File: src/rtl/corefifo_reset_sequencer_if.sv
// Bring-up/flush handshake between the CoreFIFO reset sequencer and the FIFO/RAM it controls.
interface corefifo_reset_sequencer_if #(
  parameter int unsigned ADDR_WIDTH = 10
);
  logic                  flush_req;
  logic                  fifo_rst_n;
  logic                  mem_clr_we;
  logic [ADDR_WIDTH-1:0] mem_clr_addr;
  logic                  ready;
  logic                  flush_ack;

  modport master (
    input  flush_req,
    output fifo_rst_n,
    output mem_clr_we,
    output mem_clr_addr,
    output ready,
    output flush_ack
  );

  modport slave (
    output flush_req,
    input  fifo_rst_n,
    input  mem_clr_we,
    input  mem_clr_addr,
    input  ready,
    input  flush_ack
  );
endinterface

File: src/rtl/corefifo_reset_sequencer.sv
// Sequences CoreFIFO bring-up and flushes: hold pointer logic in reset, optionally
// zero-sweep the RAM, then raise ready (with a one-cycle ack when a flush started it).
module corefifo_reset_sequencer #(
  parameter int unsigned HOLD_CYCLES = 8,
  parameter int unsigned DEPTH       = 1024,
  parameter int unsigned ADDR_WIDTH  = 10,
  parameter int unsigned CLEAR_MEM   = 1
) (
  input  logic                        clk,
  input  logic                        reset,
  corefifo_reset_sequencer_if.master  bus
);

  localparam int unsigned HCW = (HOLD_CYCLES > 1) ? $clog2(HOLD_CYCLES) : 1;
  localparam logic [HCW-1:0]        HOLD_LAST = HCW'(HOLD_CYCLES - 1);
  localparam logic [ADDR_WIDTH-1:0] ADDR_LAST = ADDR_WIDTH'(DEPTH - 1);

  localparam logic [1:0] ST_HOLD  = 2'd0;
  localparam logic [1:0] ST_CLEAR = 2'd1;
  localparam logic [1:0] ST_READY = 2'd2;

  logic [1:0]            state_q,        state_d;
  logic [HCW-1:0]        hold_cnt_q,     hold_cnt_d;
  logic                  flush_req_d_q;
  logic                  from_flush_q,   from_flush_d;
  logic                  fifo_rst_n_q,   fifo_rst_n_d;
  logic                  mem_clr_we_q,   mem_clr_we_d;
  logic [ADDR_WIDTH-1:0] mem_clr_addr_q, mem_clr_addr_d;
  logic                  ready_q,        ready_d;
  logic                  flush_ack_q,    flush_ack_d;
  logic                  flush_edge_c;
  logic                  enter_ready_c;

  // State and registered outputs
  always_ff @(posedge clk or negedge reset) begin
    if (!reset) begin
      state_q        <= ST_HOLD;
      hold_cnt_q     <= '0;
      flush_req_d_q  <= 1'b0;
      from_flush_q   <= 1'b0;
      fifo_rst_n_q   <= 1'b0;
      mem_clr_we_q   <= 1'b0;
      mem_clr_addr_q <= '0;
      ready_q        <= 1'b0;
      flush_ack_q    <= 1'b0;
    end else begin
      state_q        <= state_d;
      hold_cnt_q     <= hold_cnt_d;
      flush_req_d_q  <= bus.flush_req;
      from_flush_q   <= from_flush_d;
      fifo_rst_n_q   <= fifo_rst_n_d;
      mem_clr_we_q   <= mem_clr_we_d;
      mem_clr_addr_q <= mem_clr_addr_d;
      ready_q        <= ready_d;
      flush_ack_q    <= flush_ack_d;
    end
  end

  // Next state and next registered outputs
  always_comb begin
    state_d        = state_q;
    hold_cnt_d     = hold_cnt_q;
    from_flush_d   = from_flush_q;
    fifo_rst_n_d   = 1'b0;
    mem_clr_we_d   = 1'b0;
    mem_clr_addr_d = '0;
    ready_d        = 1'b0;
    flush_ack_d    = 1'b0;
    enter_ready_c  = 1'b0;
    flush_edge_c   = bus.flush_req & ~flush_req_d_q;

    case (state_q)
      ST_HOLD: begin
        if (hold_cnt_q == HOLD_LAST) begin
          hold_cnt_d = '0;
          if (CLEAR_MEM != 0) begin
            state_d      = ST_CLEAR;
            mem_clr_we_d = 1'b1;
          end else begin
            enter_ready_c = 1'b1;
          end
        end else begin
          hold_cnt_d = hold_cnt_q + HCW'(1);
        end
      end
      ST_CLEAR: begin
        if (mem_clr_addr_q == ADDR_LAST) begin
          enter_ready_c = 1'b1;
        end else begin
          mem_clr_we_d   = 1'b1;
          mem_clr_addr_d = mem_clr_addr_q + ADDR_WIDTH'(1);
        end
      end
      ST_READY: begin
        // Only a fresh rising edge seen while usable starts a flush
        if (flush_edge_c) begin
          state_d      = ST_HOLD;
          hold_cnt_d   = '0;
          from_flush_d = 1'b1;
        end else begin
          fifo_rst_n_d = 1'b1;
          ready_d      = 1'b1;
        end
      end
      default: begin
        state_d    = ST_HOLD;
        hold_cnt_d = '0;
      end
    endcase

    if (enter_ready_c) begin
      state_d      = ST_READY;
      fifo_rst_n_d = 1'b1;
      ready_d      = 1'b1;
      flush_ack_d  = from_flush_q;
      from_flush_d = 1'b0;
    end
  end

  assign bus.fifo_rst_n   = fifo_rst_n_q;
  assign bus.mem_clr_we   = mem_clr_we_q;
  assign bus.mem_clr_addr = mem_clr_addr_q;
  assign bus.ready        = ready_q;
  assign bus.flush_ack    = flush_ack_q;

endmodule
File: src/flat_wrapper.sv
// flat-port wrapper written by rule: the top's interface ports become plain ports
module corefifo_reset_sequencer_flat 
#(
  parameter int unsigned HOLD_CYCLES = 8,
  parameter int unsigned DEPTH       = 1024,
  parameter int unsigned ADDR_WIDTH  = 10,
  parameter int unsigned CLEAR_MEM   = 1
)
  (clk, reset, bus_flush_req, bus_fifo_rst_n, bus_mem_clr_we, bus_mem_clr_addr, bus_ready, bus_flush_ack);
  corefifo_reset_sequencer_if #(.ADDR_WIDTH(ADDR_WIDTH)) bus_i ();
  input  logic clk;
  input  logic reset;
  input wire logic [$bits(bus_i.flush_req)-1:0] bus_flush_req;
  output wire logic [$bits(bus_i.fifo_rst_n)-1:0] bus_fifo_rst_n;
  output wire logic [$bits(bus_i.mem_clr_we)-1:0] bus_mem_clr_we;
  output wire logic [$bits(bus_i.mem_clr_addr)-1:0] bus_mem_clr_addr;
  output wire logic [$bits(bus_i.ready)-1:0] bus_ready;
  output wire logic [$bits(bus_i.flush_ack)-1:0] bus_flush_ack;
  assign bus_i.flush_req = bus_flush_req;
  assign bus_fifo_rst_n = bus_i.fifo_rst_n;
  assign bus_mem_clr_we = bus_i.mem_clr_we;
  assign bus_mem_clr_addr = bus_i.mem_clr_addr;
  assign bus_ready = bus_i.ready;
  assign bus_flush_ack = bus_i.flush_ack;
  corefifo_reset_sequencer #(.HOLD_CYCLES(HOLD_CYCLES), .DEPTH(DEPTH), .ADDR_WIDTH(ADDR_WIDTH), .CLEAR_MEM(CLEAR_MEM)) u_core (.clk(clk), .reset(reset), .bus(bus_i));
endmodule
File: config.mk
export PLATFORM = sky130hd
export DESIGN_NAME = corefifo_reset_sequencer_flat
export DESIGN_NICKNAME = d
export VERILOG_FILES = /design/src/rtl/corefifo_reset_sequencer_if.sv /design/src/rtl/corefifo_reset_sequencer.sv /design/src/flat_wrapper.sv
export SDC_FILE = /design/constraint.sdc
export NUM_CORES = 1
export LEC_CHECK = 0
export CAP_MARGIN = 40
export CORE_MARGIN = 5
export CORE_UTILIZATION = 30
export CTS_CLUSTER_DIAMETER = 120
export DETAILED_ROUTE_END_ITERATION = 8
export PLACE_DENSITY = 0.55
export SYNTH_ARGS = -nofsm -noshare
export SYNTH_HDL_FRONTEND = slang
export SYNTH_SLANG_ARGS = --single-unit
File: constraint.sdc
create_clock -name clk -period 3.05 [get_ports clk]
set_input_delay 0.7625 -clock clk [delete_from_list [all_inputs] [get_ports clk]]
set_output_delay 0.7625 -clock clk [all_outputs]
set_load 0.01 [all_outputs]
Yosys cells after proc, flatten, opt, wreduce, memory -nomap -nowiden
Cells that the tools add are included.
W data, S select, Z words.
{ "classes": {"eq_ne": 8, "n_mux": 21, "div_mod_pow": 0, "reduce_logical": 6, "addsub": 2, "order_cmp": 0, "mul": 0, "n_bitwise": 3, "shift": 0} }
{ "ops": {"columns": ["op", "n"], "rows": [
  ["$mux W10", 2],
  ["$mux W1", 11],
  ["$add A10 B1 Y10 const B", 1],
  ["$eq A10 B10 Y1 const B", 1],
  ["$pmux W3 S3", 1],
  ["$mux W2", 3],
  ["$mux W3", 2],
  ["$ne A3 B1 Y1 const B", 2],
  ["$pmux W2 S3", 1],
  ["$ne A2 B1 Y1 const B", 2],
  ["$reduce_and A2 Y1", 2],
  ["$reduce_bool A2 Y1", 2],
  ["$add A3 B1 Y3 const B", 1],
  ["$eq A3 B3 Y1 const B", 1],
  ["$reduce_and A3 Y1", 1],
  ["$eq A2 B1 Y1 const B", 1],
  ["$eq A2 B2 Y1 const B", 1],
  ["$logic_not A2 Y1", 1],
  ["$not A1 Y1", 2],
  ["$pmux W1 S2", 1],
  ["$and A1 B1 Y1", 1]
]} }
{ "totals": {"n_memories": 0, "ram_bits": 0, "reg_bits": 20, "latchBits": 0, "rom_bits": 0, "out_inout_bits": 14} }

Logic depth before layout (Yosys ltp)
{ "logic_depth": {"word_depth": 5, "depth_mapped": 5} }

Worst setup path before layout
No wires, ideal clock.
{ "synth_path": {"path_type": "input-to-reg", "from": "input bus_flush_req", "to": "register u_core.hold_cnt_q[0]", "required_ns": 2.972, "t_arrival_ns": 1.418, "path_slack_ns": 1.554, "n_path_buf": 0, "cell_stages": 3, "setup_time_ns": 0.078, "cell_sequence": "nor2b_1 -> nor3b_1 -> o2bb2ai_1"} }
{ "synth_via": {"elab_chain_cells": 3} }
{ "synth_rtl": {"columns": ["element", "line", "text"], "rows": [
  ["start: declaration", "flat_wrapper.sv:13", "input wire logic [$bits(bus_i.flush_req)-1:0] bus_flush_req;"],
  ["$and A1 B1 Y1", "corefifo_reset_sequencer.sv:70", "flush_edge_c = bus.flush_req & ~flush_req_d_q;"],
  ["$ne A2 B1 Y1 (no source line)", null, null],
  ["$reduce_and A2 Y1 (no source line)", null, null],
  ["end signal: assignment", "corefifo_reset_sequencer.sv:48", "hold_cnt_q <= hold_cnt_d;"],
  ["end: declaration", "corefifo_reset_sequencer.sv:23", "logic [HCW-1:0] hold_cnt_q, hold_cnt_d;"]
]} }
Every way passes these cells.
A chain may end at the register's enable or synchronous reset.

Final worst setup path
{ "layout_path": {"from": "register u_core.mem_clr_addr_q[2], in the netlist u_core.bus.mem_clr_addr[2]", "to": "output bus_mem_clr_addr[2]"} }
{ "layout_lines": {"columns": ["element", "line", "text"], "rows": [
  ["start: declaration", "corefifo_reset_sequencer.sv:28", "logic [ADDR_WIDTH-1:0] mem_clr_addr_q, mem_clr_addr_d;"],
  ["start signal: assignment", "corefifo_reset_sequencer.sv:53", "mem_clr_addr_q <= mem_clr_addr_d;"],
  ["end: declaration", "flat_wrapper.sv:16", "output wire logic [$bits(bus_i.mem_clr_addr)-1:0] bus_mem_clr_addr;"]
]} }
No word-level cell between the ends.

==> qor_table.md <==
| Result | This run | Unit |
|---|---|---|
| Post-synthesis to final-layout area growth | 25.0 | % |
| Starting density of the core | 0.307 | - |
| Via density per instance | 5.18 | - |
| Pin count of the biggest net entering global routing | 21 | - |
| Family of cells with the greatest summed delay on the critical path | buffers and inverters | - |
| Sequential group share of total power | 0.620 | - |
| Kind of start point of the critical path | register | - |
| Worst slew pin tran | 581 | ps |
| Congestion Overflow GR | 0 | - |
| Overall fraction of global-route tracks in use | 0.0990 | - |
| Number of top-level pins | 17 | - |
| Die W | 65.4 | um |
| WP data arrival | 1370 | ps |
| Final Max Slew Viols | 0 | - |
| Count of synthesis-stage warnings from yosys | 0 | - |
| Fraction of power consumed by combinational cells | 0.022 | - |
| Library cell contributing the largest single delay on the critical path | clkdlybuf4s50_1 | - |
| Period utilisation layout | 0.698 | - |
| Net switching power | 0.0869 | mW |
| Post-route worst hold slack | 522 | ps |
| Summed instance area of the synthesized netlist | 921 | sq um |
| Most numerous cell types in the synthesized netlist | dfrtp_1 (20), a21oi_1 (6), nor2_1 (6), inv_1 (4) | - |
| Maximum clock insertion buffer count | 2 | - |
| DIE HEIGHT | 65.4 | um |
| Number of enable flip-flop cells after synthesis | 0 | - |
| TritonCTS clock tree | done | - |
| Total Neg Setup Slack | 0 | ps |
| Worst vdd rail ir drop | 0.165 | mV |
| # nets final | 108 | - |
| Vias post-DR | 694 | - |
| HPWL after detailed placement | 1.31 | mm |
| Routed WL per cell | 13.3 | um |
| Peak clock frequency supported by timing | 470 | MHz |
| Crit. Startpoint | u_core.bus.mem_clr_addr[2]$_DFF_PN0_ | - |
| Max Fanout on Critical Path | 6 | - |
| Filler Cells Inserted | 320 | - |
| Initial antenna violation count | 0 | - |
| H-Tree Depth | 1 | - |
| Area of the core | 3000 | sq um |
| Port buffer count | 16 | - |
| Number of standard cells after synthesis | 83 | - |
| Portion of total power attributed to the clock network | 0.358 | - |
| DIE AREA | 4280 | sq um |
| Worst reg2reg path startpoint | u_core.bus.mem_clr_addr[0]$_DFF_PN0_ | - |
| Proportion of register bits with asynchronous set or reset after synthesis | 1.00 | - |
| Peak per-stage delay on the critical path | 580 | ps |
| Clock transition at the registers of the reported paths | 110 | ps |
| Clock root buffer master | clkbuf_4 | - |
| Switching fraction of total power | 0.203 | - |
| Unrepaired setup endpoints after global routing | no | - |
| Cells traversed along the worst timing path | clkdlybuf4s50_1 | - |
| Layout cell share with drive strength beyond 1 | 0.0990 | - |
| Iteration count of the initial detailed-routing pass | 4 | - |
| Time the final worst path needs with I/O delays and setup | 2130 | ps |
| Most used flip-flop cell after synthesis | dfrtp_1 | - |
| Data required time at the worst endpoint | 2290 | ps |
| Syn_area_per_cell | 11.1 | sq um |
| Clock Sink Count | 20 | - |
| Area share of the leading cell type in the synthesized netlist | 0.543 | - |
| Number of cell rows | 20 | - |
| Flop and latch count out of synthesis | 20 | - |
| Most area-consuming cells after synthesis | dfrtp_1 (54%), ha_1 (4.1%), a21oi_1 (3.3%), o2bb2ai_1 (2.9%), nand4_2 (2.7%) | - |
| Cell with the most instances after synthesis | dfrtp_1 | - |
| Number of buffers added to fix hold violations after cts | 0 | - |
| Max-Slew Margin vs Limit | 0.612 | - |
| CTS Buf Count | 3 | - |
| Routed Antenna Nets | 0 | - |
| Source-to-sink clock delay at the later pin of the worst-skew pair | 300 | ps |
| Launch point of the worst hold path | u_core.bus.mem_clr_addr[0]$_DFF_PN0_ | - |
| Outcome | complete, no violations | - |
| Tightest Hold Check Type | reg -> reg | - |
| Maxcap violations | 0 | - |
| Critical path type | reg -> out | - |
| Worst clock skew on the final layout | 5.17 | ps |
| Power density of the placed cells | 373 | nW/um^2 |
| Final Hold Fails | 0 | - |
| Element type at the critical path end | output port | - |
| Number of distinct library cells after synthesis | 30 | - |
| First-pass GRT wire length | 3.31 | mm |
| Cell-internal power | 0.342 | mW |
| # DRC | 0 | - |
| GP Congestion | 0.716 | - |
| Proportion of synthesized chip area in sequential cells | 0.543 | - |
| Antenna cells | 0 | - |
| Post-CTS Resized | 0 | - |
| Number of failing setup endpoints in the final timing report | 0 | - |
| Routed wire length | 1.78 | mm |
| Buffers plus inverters on the worst setup path | 1 | - |
| Lkg Pwr | 0.542 | nW |
| Number of nets produced by synthesis | 89 | - |
| Vias in the first global route | 710 | - |
| Post CTS Setup Buffer Count | 0 | - |
| Top cell type by total area after synthesis | dfrtp_1 | - |
| Starting DRT DRC Count | 5 | - |
[layer usage]
metal | routed length (um) | GRT usage | part of all wire | vias to the layer above
met2 | 852 | 0.161 | 0.48 | 10
met5 | 0 | 0 | 0 | -
met4 | 38 | 0.0544 | 0.021 | 0
li1 | - | - | - | 337
met1 | 837 | 0.125 | 0.47 | 343
met3 | 48 | 0.0154 | 0.027 | 4
[flip-flops by register name, indices dropped and copies added, names as in the netlist]
| register | count |
|---|---|
| u_core.bus.mem_clr_addr | 10 |
| u_core.state_q | 2 |
| u_core.bus.flush_ack | 1 |
| u_core.bus.mem_clr_we | 1 |
| u_core.flush_req_d_q | 1 |
| u_core.from_flush_q | 1 |
| u_core.bus.ready | 1 |
| u_core.hold_cnt_q | 3 |
[cells by family after synthesis]
logic type                 share of synthesized area
muxes                                         0.0217
adders and majority gates                     0.0408
buffers and inverters                         0.0326
xor gates and xnor gates                      0.0285
AOI/OAI and AO/OA                              0.154
DFF                                            0.543
and+or+nand+nor                                0.179
[worst reg2reg max path, cell delays in order, from the launching register on]
cell	delay [ps]
dfrtp_1	430
ha_1	240
nand4_2	230
o31ai_2	480
nor2_1	90
[cells in the final DEF, fill, tap and decap left out, types with 3 or more instances in the layout]
| cell type | netlist | final |
|---|---|---|
| o21ai_0 | 3 | 3 |
| nor2_1 | 6 | 6 |
| ha_1 | 3 | 3 |
| dfrtp_1 | 20 | 20 |
| clkdlybuf4s50_1 | 0 | 16 |
| inv_1 | 4 | 4 |
| nand3_1 | 3 | 3 |
| o2bb2ai_1 | 3 | 3 |
| clkbuf_4 | 0 | 3 |
| nand2_1 | 3 | 3 |
| a21oi_1 | 6 | 6 |
| or3_1 | 3 | 3 |
[stage by stage]
stage          setup WS, ps  power, mW  utilization  instance area [sq um]  instances
2_1_floorplan          1550      0.272            -                    921         83
3_3_place_gp           1000      0.281        0.371                   1110        130
3_5_place_dp            957      0.281        0.371                   1110        130
4_1_cts                 897      0.438        0.383                   1150        134
5_1_grt                 846      0.451        0.383                   1150        134
6_report                922      0.429        0.383                   1150        134
[final cells by class]
class / count / area (sq um) / share of cell area
multi-input combinational: 56 / 390 / 0.339
inverter: 4 / 15.0 / 0.0130
sequential: 20 / 500 / 0.435
timing repair buffer: 17 / 168 / 0.146
tap: 33 / 41.3 / 0.0359
clock buffer: 4 / 36.3 / 0.0315
[path summary, 6_finish.rpt]
kind,endpoint,slack (ps),depth (start not counted)
worst max-delay path,bus_mem_clr_addr[2],920,1
worst min-delay path,u_core.bus.mem_clr_addr[0]$_DFF_PN0_,520,1
worst max register to register,u_core.bus.mem_clr_addr[3]$_DFF_PN0_,1460,4
worst min register to register,u_core.bus.mem_clr_addr[0]$_DFF_PN0_,520,1
max in group asynchronous,u_core.bus.mem_clr_addr[4]$_DFF_PN0_,2040,2
min in group asynchronous,u_core.flush_req_d_q$_DFF_PN0_,790,2
[power by group through the flow]
stage,logic (mW),registers (mW),clock network (mW)
2_1_floorplan,0.000609,0.271,0
3_3_place_gp,0.00964,0.271,0
3_5_place_dp,0.00988,0.271,0
4_1_cts,0.00992,0.266,0.162
5_1_grt,0.0112,0.266,0.174
6_report,0.00926,0.266,0.154
No activity file was read; power rests on OpenSTA's default activity.
